$ cat src/rtl/mc_mips_core.sv
// Multi-cycle MIPS core: datapath plus control FSM behind a req/ready memory port.
// Optional MC_MIPS_BNE_EN adds the bne instruction (opcode 0x05); without it 0x05 halts.
module mc_mips_core #(
  parameter int          ADDR_W   = 32,
  parameter logic [31:0] RESET_PC = 32'h0000_0000
) (
  input  logic              clk,
  input  logic              rst,
  output logic [ADDR_W-1:0] mem_adr,
  output logic [31:0]       mem_wdata,
  input  logic [31:0]       mem_rdata,
  output logic              mem_req,
  output logic              mem_we,
  input  logic              mem_ready,
  output logic              halt,
  output logic [31:0]       dbg_pc,
  output logic [3:0]        dbg_state
);

  // Memory handshake: an access is held (mem_adr, mem_we, mem_wdata stable) from the
  // first cycle mem_req=1 until the cycle mem_ready=1, and completes on that edge.
  // mem_ready is ignored while mem_req=0.

  typedef enum logic [3:0] {
    S_FETCH, S_DECODE, S_REXEC, S_RWB, S_IEXEC, S_IWB, S_MADR, S_MRD,
    S_LWB, S_MWR, S_BEQ, S_JMP, S_JAL, S_HALT, S_BNE
  } state_t;

  state_t      state, state_n;
  logic [31:0] pc, pc_n, ir, ir_n, mdr, mdr_n, a, b, alu_out, alu_n;
  logic [31:0] regs [0:31];
  logic        started;
  logic        rf_we;
  logic [4:0]  rf_wa;
  logic [31:0] rf_wd;
  logic        req, we;
  logic [31:0] adr32;

  logic [5:0]  opcode, funct;
  logic [4:0]  rs, rt, rd;
  logic [31:0] imm_sext, jtarget;

  assign opcode   = ir[31:26];
  assign rs       = ir[25:21];
  assign rt       = ir[20:16];
  assign rd       = ir[15:11];
  assign funct    = ir[5:0];
  assign imm_sext = {{16{ir[15]}}, ir[15:0]};
  assign jtarget  = {pc[31:28], ir[25:0], 2'b00};

  always_comb begin
    state_n = state;
    pc_n    = pc;
    ir_n    = ir;
    mdr_n   = mdr;
    alu_n   = alu_out;
    rf_we   = 1'b0;
    rf_wa   = 5'd0;
    rf_wd   = 32'd0;
    req     = 1'b0;
    we      = 1'b0;
    adr32   = pc;
    case (state)
      // started holds off the first fetch until the edge after reset release
      S_FETCH: begin
        req = started;
        if (started && mem_ready) begin
          ir_n    = mem_rdata;
          pc_n    = pc + 32'd4;
          state_n = S_DECODE;
        end
      end
      S_DECODE: begin
        alu_n = pc + {imm_sext[29:0], 2'b00};
        case (opcode)
          6'h00:        state_n = S_REXEC;
          6'h23, 6'h2B: state_n = S_MADR;
          6'h04:        state_n = S_BEQ;
`ifdef MC_MIPS_BNE_EN
          6'h05:        state_n = S_BNE;
`endif
          6'h02:        state_n = S_JMP;
          6'h03:        state_n = S_JAL;
          6'h08:        state_n = S_IEXEC;
          default:      state_n = S_HALT;
        endcase
      end
      S_REXEC: begin
        state_n = S_RWB;
        case (funct)
          6'h20:   alu_n = a + b;
          6'h22:   alu_n = a - b;
          6'h24:   alu_n = a & b;
          6'h25:   alu_n = a | b;
          6'h2A:   alu_n = {31'd0, $signed(a) < $signed(b)};
          default: state_n = S_HALT;
        endcase
      end
      S_RWB: begin
        rf_we = 1'b1; rf_wa = rd; rf_wd = alu_out;
        state_n = S_FETCH;
      end
      S_IEXEC: begin
        alu_n   = a + imm_sext;
        state_n = S_IWB;
      end
      S_IWB: begin
        rf_we = 1'b1; rf_wa = rt; rf_wd = alu_out;
        state_n = S_FETCH;
      end
      S_MADR: begin
        alu_n   = a + imm_sext;
        state_n = (opcode == 6'h2B) ? S_MWR : S_MRD;
      end
      S_MRD: begin
        req   = 1'b1;
        adr32 = alu_out;
        if (mem_ready) begin
          mdr_n   = mem_rdata;
          state_n = S_LWB;
        end
      end
      S_LWB: begin
        rf_we = 1'b1; rf_wa = rt; rf_wd = mdr;
        state_n = S_FETCH;
      end
      S_MWR: begin
        req   = 1'b1;
        we    = 1'b1;
        adr32 = alu_out;
        if (mem_ready) state_n = S_FETCH;
      end
      S_BEQ: begin
        if (a == b) pc_n = alu_out;
        state_n = S_FETCH;
      end
`ifdef MC_MIPS_BNE_EN
      S_BNE: begin
        if (a != b) pc_n = alu_out;
        state_n = S_FETCH;
      end
`endif
      S_JMP: begin
        pc_n    = jtarget;
        state_n = S_FETCH;
      end
      S_JAL: begin
        rf_we = 1'b1; rf_wa = 5'd31; rf_wd = pc;
        pc_n    = jtarget;
        state_n = S_FETCH;
      end
      S_HALT:  state_n = S_HALT;
      default: state_n = S_HALT;
    endcase
  end

  always_ff @(posedge clk or negedge rst) begin
    if (!rst) begin
      state   <= S_FETCH;
      started <= 1'b0;
      pc      <= RESET_PC;
      ir      <= 32'd0;
      mdr     <= 32'd0;
      a       <= 32'd0;
      b       <= 32'd0;
      alu_out <= 32'd0;
    end else begin
      state   <= state_n;
      started <= 1'b1;
      pc      <= pc_n;
      ir      <= ir_n;
      mdr     <= mdr_n;
      a       <= regs[rs];
      b       <= regs[rt];
      alu_out <= alu_n;
    end
  end

  // $0 is never written, so reading regs[0] always yields zero
  always_ff @(posedge clk or negedge rst) begin
    if (!rst) begin
      for (int i = 0; i < 32; i++) regs[i] <= 32'd0;
    end else if (rf_we && rf_wa != 5'd0) begin
      regs[rf_wa] <= rf_wd;
    end
  end

  assign mem_req   = req;
  assign mem_we    = we;
  assign mem_adr   = adr32[ADDR_W-1:0];
  assign mem_wdata = b;
  assign halt      = (state == S_HALT);
  assign dbg_pc    = pc;
  assign dbg_state = state;

endmodule

$ cat config.mk
export PLATFORM = sky130hd
export DESIGN_NAME = mc_mips_core
export DESIGN_NICKNAME = d
export VERILOG_FILES = /design/src/rtl/mc_mips_core.sv
export SDC_FILE = /design/constraint.sdc
export NUM_CORES = 2
export LEC_CHECK = 0
export BUFFER_PORTS_ARGS = -buffer_cell sky130_fd_sc_hd__buf_2
export CORE_MARGIN = 2
export CORE_UTILIZATION = 25
export DETAILED_ROUTE_END_ITERATION = 10
export PLACE_DENSITY = 0.49
export SYNTH_ARGS = -nofsm -noshare
export SYNTH_HDL_FRONTEND = slang
export SYNTH_SLANG_ARGS = --single-unit
export TNS_END_PERCENT = 1
$ cat constraint.sdc
create_clock -name clk -period 4.1 [get_ports clk]
set_clock_uncertainty 0.1 [all_clocks]
set_input_delay 0 -clock clk [delete_from_list [all_inputs] [get_ports clk]]
set_output_delay 0 -clock clk [all_outputs]
set_load 0.005 [all_outputs]
# After elaboration in Yosys (flattened, before gate mapping)
# Index checks and enable logic that the tools add are counted.
[totals] out_inout_bits=103 wordCells=138 ff_bits=1221
[classes] n_reduce_logical=24 eq_ne=30 n_addsub=5 bitwise=6 n_mux=27 n_lt_le_gt_ge=5
[ops] operator="1024-bit bitwise mux" n=1
[ops] operator="32-bit binary-select mux with 5-bit select" n=2
[ops] operator="32-bit case mux with 3 select lines" n=3
[ops] operator="32-bit two-way mux" n=8
[ops] operator="32-bit demux with 5-bit select" n=1
[ops] operator="32-bit case mux with 5 select lines" n=1
[ops] operator="32-bit adder" n=3
[ops] operator="6-bit equality test, second input constant" n=7
[ops] operator="32-bit by 3-bit adder with 32-bit output, second input constant" n=1
[ops] operator="32-bit AND" n=1
[ops] operator="32-bit equality test" n=1
[ops] operator="32-bit < comparator" n=1
[ops] operator="32-bit bitwise OR" n=1
[ops] operator="4-bit case mux with 8 select lines" n=1
[ops] operator="32-bit subtractor" n=1
[ops] operator="4-bit equality test, second input constant" n=6
[ops] operator="4-bit case mux with 6 select lines" n=1
[ops] operator="4-bit two-way mux" n=5
[ops] operator="6-bit >= comparator, second input constant" n=3
[ops] operator="5-bit inverter with 6-bit output" n=3
[ops] operator="4-bit by 3-bit equality test with 1-bit output, second input constant" n=4
[ops] operator="5-bit case mux with 3 select lines" n=1
[ops] operator="6-bit by 2-bit equality test with 1-bit output, second input constant" n=2
[ops] operator="2-bit OR reduction" n=6
[ops] operator="other kinds (22)" n=33

# Depth between registers and ports, before layout
[depth] depth_word=9 depth_mapped=14

# Worst setup path after synthesis
# Ideal clock, no wire load.
[synth_path] path_type="register to register" startpoint="register ir[15]" endpoint="register alu_out[31]" path_buffers=1 setup_slack_ns=0.270 t_arrival_ns=3.595 path_stages_with_launch=12 cell_sequence="dfrtp_1 ha_1 clkbuf_1 a21o_1 a211o_1 o31a_1 a41o_1 a221o_1 o211ai_1 mux2_1 a221oi_1 o211ai_1"
[synth_between] elab_chain_len=2
[synth_lines] element="start, declared" line_no="30" source="logic [31:0] pc, pc_n, ir, ir_n, mdr, mdr_n, a, b, alu_out, alu_n;"
[synth_lines] element="start signal, assigned" line_no="171" source="ir <= ir_n;"
[synth_lines] element="32-bit adder (on tied branches)" line_no="104, 112, 74"
[synth_lines] element="32-bit case mux with 3 select lines *" line_no="63" source="case (state)"
[synth_lines] element="end signal, assigned" line_no="175" source="alu_out <= alu_n;"
[synth_lines] element="end, declared" line_no="30"
# Mark *: on every way between the ends. The rest lies on a longest branch, timed or not.
# A chain may end at the register's enable or synchronous reset.

# Worst setup path in the final report
[layout_path] startpoint="register a[20]" endpoint="register alu_out[29]"
[layout_between] elab_chain_len=3
[layout_lines] element="start, declared" line_no="30"
[layout_lines] element="start signal, assigned" line_no="173" source="a <= regs[rs];"
[layout_lines] element="32-bit subtractor / 32-bit adder (equally long branches)" line_no="92, 91"
[layout_lines] element="32-bit case mux with 5 select lines" line_no="90" source="case (funct)"
[layout_lines] element="32-bit case mux with 3 select lines *" line_no="63"
# Marks and branches as above.

==> results.txt <==
----------------------------------------------------
[Outcome]
  Result of the run ... complete, no violations

[Placement]
  Placer Congestion ... 0.972
  Estimated wirelength of the detail-placed design ... 161 mm
  # port buffers ... 137
  Post-Place Worst Slack ... 267 ps

[Route]
  Via Count ... 52,500
  Number of design rule violations left after detail routing ... 0
  Antenna-violating nets left ... 0
  Drt wl/cell ... 25.0 um
  Routed WL ... 250 mm
  Via density per instance ... 5.25
  Number of DRC markers after the initial detailed-route iteration ... 5,150
  First drt pass iteration count ... 6

[Clock network]
  Clock input transition at the sequential cells of the worst setup and hold paths ... 60 ps
  H-tree levels ... 4
  Root buffer cell ... sky130_fd_sc_hd__clkbuf_16
  Clock buffers created by TritonCTS ... 139
  Clock tree from TritonCTS ... yes
  Cells resized by post-CTS repair ... 0
  Max Root-Sink Buffers ... 3
  Number of clock sinks seen by CTS ... 1,221
  Clock latency reported for the late side of the worst-skew pair ... 820 ps

[Critical path]
  Maximum fanout encountered on the critical timing path ... 12
  Depth of the most critical reg-to-reg path ... 13
  Reg-to-Reg Start ... a[20]
  Req. time, crit path ... 4750 ps
  CP Data Arrival Time ... 4580 ps
  Crit. path cell count ... 13
  Critical path destination ... alu_out[29]
  Critical Path Sink Type ... register
  Sequence of cells on the critical path ... inv_1 > ha_1 > buf_4 > inv_1 > nor3_1 > nand2b_1 > a211oi_1 > nor3_1 > o311ai_1 > a21oi_1 > xnor2_1 > a221oi_1 > o32a_1
  Slowest library cell on the worst path ... sky130_fd_sc_hd__a211oi_1
  Element type at the critical path start ... register
  Slowest Stage Delay on Critical Path ... 610 ps
  Reg2Reg Capture Point ... alu_out[29]
  Critical path buffers and inverters ... 3
  Startpoint of the worst setup timing path ... a[20]
  Kind of critical path ... register to register
  Register-to-register path setup slack ... 170 ps
  Cell family with most CP delay ... compound AO/OA/AOI/OAI gates

[Global routing]
  Residual overflow from global routing ... 0
  Pin count of the biggest net entering global routing ... 138
  Number of antenna violations at the first check in global routing ... 8
  Via count of the first global-routing pass ... 52,700
  Wire length of the first global-routing pass ... 369 mm
  Global-route usage over all layers ... 17.8%

[Die]
  Die Span X ... 527 um
  Die boundary height ... 527 um
  Die area ... 278,000 um^2
  Area inside the core boundary ... 273,000 um^2
  Starting utilization of the core area ... 25.1%
  I/O pin count ... 138
  Number of placement rows ... 192

[STA]
  Total count of hold-check failures in the final report ... 0
  Minimum clock period after layout ... 3930 ps
  RSZ-0062 raised after global routing ... false
  Max-slew violation count ... 0
  Final period utilization ... 95.8%
  Relative slew slack ... 25.4%
  Final setup vio count ... 0
  Slew at the pin with the worst max-slew slack ... 1120 ps
  Final sum of negative setup slack ... 0 ps
  Highest clock rate ... 0.255 GHz
  Setup slack of the critical path after layout ... 172 ps

[Synth]
  Area share of the leading cell type in the synthesized netlist ... 44.6%
  Top cell type by total area after synthesis ... sky130_fd_sc_hd__dfrtp_1
  Distinct cell type count of the synthesized netlist ... 88
  Mean cell area of the mapped netlist ... 10.9 um^2
  Net count after synthesis ... 6,465
  Post-synthesis instance area ... 68,500 um^2
  Number of synthesized flops with an enable pin ... 0
  Most used flip-flop cell after synthesis ... sky130_fd_sc_hd__dfrtp_1
  Cell types with the highest counts after synthesis ... sky130_fd_sc_hd__dfrtp_1, sky130_fd_sc_hd__nand2_1, sky130_fd_sc_hd__mux4_2
  Top cells by area, synth ... sky130_fd_sc_hd__dfrtp_1, sky130_fd_sc_hd__mux4_2, sky130_fd_sc_hd__a21oi_1
  Count of warnings emitted by yosys ... 0
  Number of cells produced by synthesis ... 6,269
  Async set or reset register ratio after synthesis ... 100%
  Dominant cell by count in the synthesized netlist ... sky130_fd_sc_hd__dfrtp_1
  Sequential-to-total area share from yosys stat ... 44.6%
  Register bit count reported by yosys ... 1,221

[Layout]
  Share of layout cells above drive strength 1 ... 23.3%
  Nets ... 6,488
  Synth-to-layout area growth ... 16.7%

[Flow run]
  Max-cap viol count ... 0

[Min path]
  Min-delay worst type ... input port to register
  Instance count along the most critical hold path ... 5

[Power]
  Cell area power density ... 770 nW/um^2
  Standby leakage power ... 33.5 nW
  Worst ir drop on vdd ... 0.509 mV

----------------------------------------------------
==> worst reg2reg max path: cells and delay by family, from the launching register on <==
family,cells,cell delay [ps]
adders and majority gates,1,300
buffers and inverters,3,370
AOI/OAI and AO/OA,5,1820
and+or+nand+nor,3,730
DFF,1,410
xor gates and xnor gates,1,140
==> state kept, by name (all words and copies together) (netlist names), 4 cells and up <==
register and cells:
regs 1024, a 32, alu_out 32, dbg_pc 32, ir 32, mdr 32
mem_wdata 32, dbg_state 4
==> report_power, final <==
part	internal, mW	switching, mW	total [mW]
registers	15.6	3.69	19.3
logic	12.4	16.9	29.2
clock network	7.60	5.39	13.0
total	35.6	25.9	61.5
==> final cells by class <==
type                    instances  area, um^2
fillers                     28000      193000
multi-input cells            4341       35500
flip-flops and latches       1221       30600
well taps                    3589        4490
repair buffers                469        4230
clock buffers                 208        4120
clock inverters                45         543
inverters                     120         450
diodes                          2        5.00
==> through the flow <==
step	std cells	hold slack, ps	power [mW]	utilization, %	area (um^2)
after detailed placement	9671	-25.3	48.5	27.3	74500
after floorplan	6269	-396	37.2	-	68500
after global placement	9671	-31.6	48.0	27.3	74500
after global routing	9994	124	64.9	29.3	79900
final	9995	118	61.5	29.3	79900
after CTS	9993	61.4	61.7	29.3	79900
==> logic make-up after synthesis <==
| logic type | after synthesis | share of synthesized area, % |
|---|---|---|
| AOI/OAI and AO/OA | 1688 | 14.1 |
| and+or+nand+nor | 1612 | 9.67 |
| DFF | 1221 | 44.6 |
| muxes | 809 | 23.8 |
| buffers and inverters | 707 | 3.93 |
| adders and majority gates | 161 | 2.99 |
| xor gates and xnor gates | 70 | 0.895 |
| other | 1 | 0.00548 |
==> worst min path at each step <==
stage | start | endpoint | slack [ps]
final | mem_ready | dbg_state[1] | 120
after global routing | mem_ready | dbg_state[1] | 120
after CTS | mem_ready | dbg_state[1] | 60
after detailed placement | rst | regs[202] | -30
after global placement | rst | regs[202] | -30
after floorplan | rst | a[0] | -400
==> cells in the final DEF, fill, tap and decap left out, types with 24 or more instances in the layout <==
| cell type | instances |
|---|---|
| sky130_fd_sc_hd__buf_2 | 136 |
| sky130_fd_sc_hd__clkbuf_1 | 35 |
| sky130_fd_sc_hd__o211ai_1 | 27 |
| sky130_fd_sc_hd__dfrtp_1 | 1210 |
| sky130_fd_sc_hd__o21ai_0 | 568 |
| sky130_fd_sc_hd__nor3_1 | 44 |
| sky130_fd_sc_hd__xnor2_1 | 51 |
| sky130_fd_sc_hd__a21o_1 | 45 |
| sky130_fd_sc_hd__a221oi_1 | 40 |
| sky130_fd_sc_hd__ha_1 | 157 |
| sky130_fd_sc_hd__o22ai_1 | 31 |
| sky130_fd_sc_hd__mux2_2 | 158 |
| sky130_fd_sc_hd__a222oi_1 | 38 |
| sky130_fd_sc_hd__dlygate4sd3_1 | 68 |
| sky130_fd_sc_hd__a21oi_1 | 602 |
| sky130_fd_sc_hd__clkbuf_16 | 143 |
| sky130_fd_sc_hd__a31oi_1 | 26 |
| sky130_fd_sc_hd__o21ai_1 | 148 |
| sky130_fd_sc_hd__inv_1 | 115 |
| sky130_fd_sc_hd__buf_12 | 69 |
| sky130_fd_sc_hd__and3_1 | 24 |
| sky130_fd_sc_hd__nand3_1 | 46 |
| sky130_fd_sc_hd__clkbuf_8 | 30 |
| sky130_fd_sc_hd__nor2_1 | 605 |
| sky130_fd_sc_hd__nand2_1 | 730 |
| sky130_fd_sc_hd__mux4_2 | 640 |
| sky130_fd_sc_hd__buf_4 | 195 |
==> routing by layer <==
| layer | part of all wire, % | vias up | GRT usage [%] |
|---|---|---|---|
| met5 | 0.0052 | - | 0 |
| met4 | 3.0 | 2 | 5.40 |
| met3 | 6.5 | 389 | 2.92 |
| met2 | 47 | 1879 | 28.5 |
| met1 | 44 | 27100 | 24.5 |
| li1 | - | 23100 | - |
==> repair_timing <==
item                      4_1_cts  5_1_grt
hold buffers                   69        0
hold endpoints to repair     1289        0
buffers inserted                0        0
Note: power is estimated with default switching activity, not from simulation.
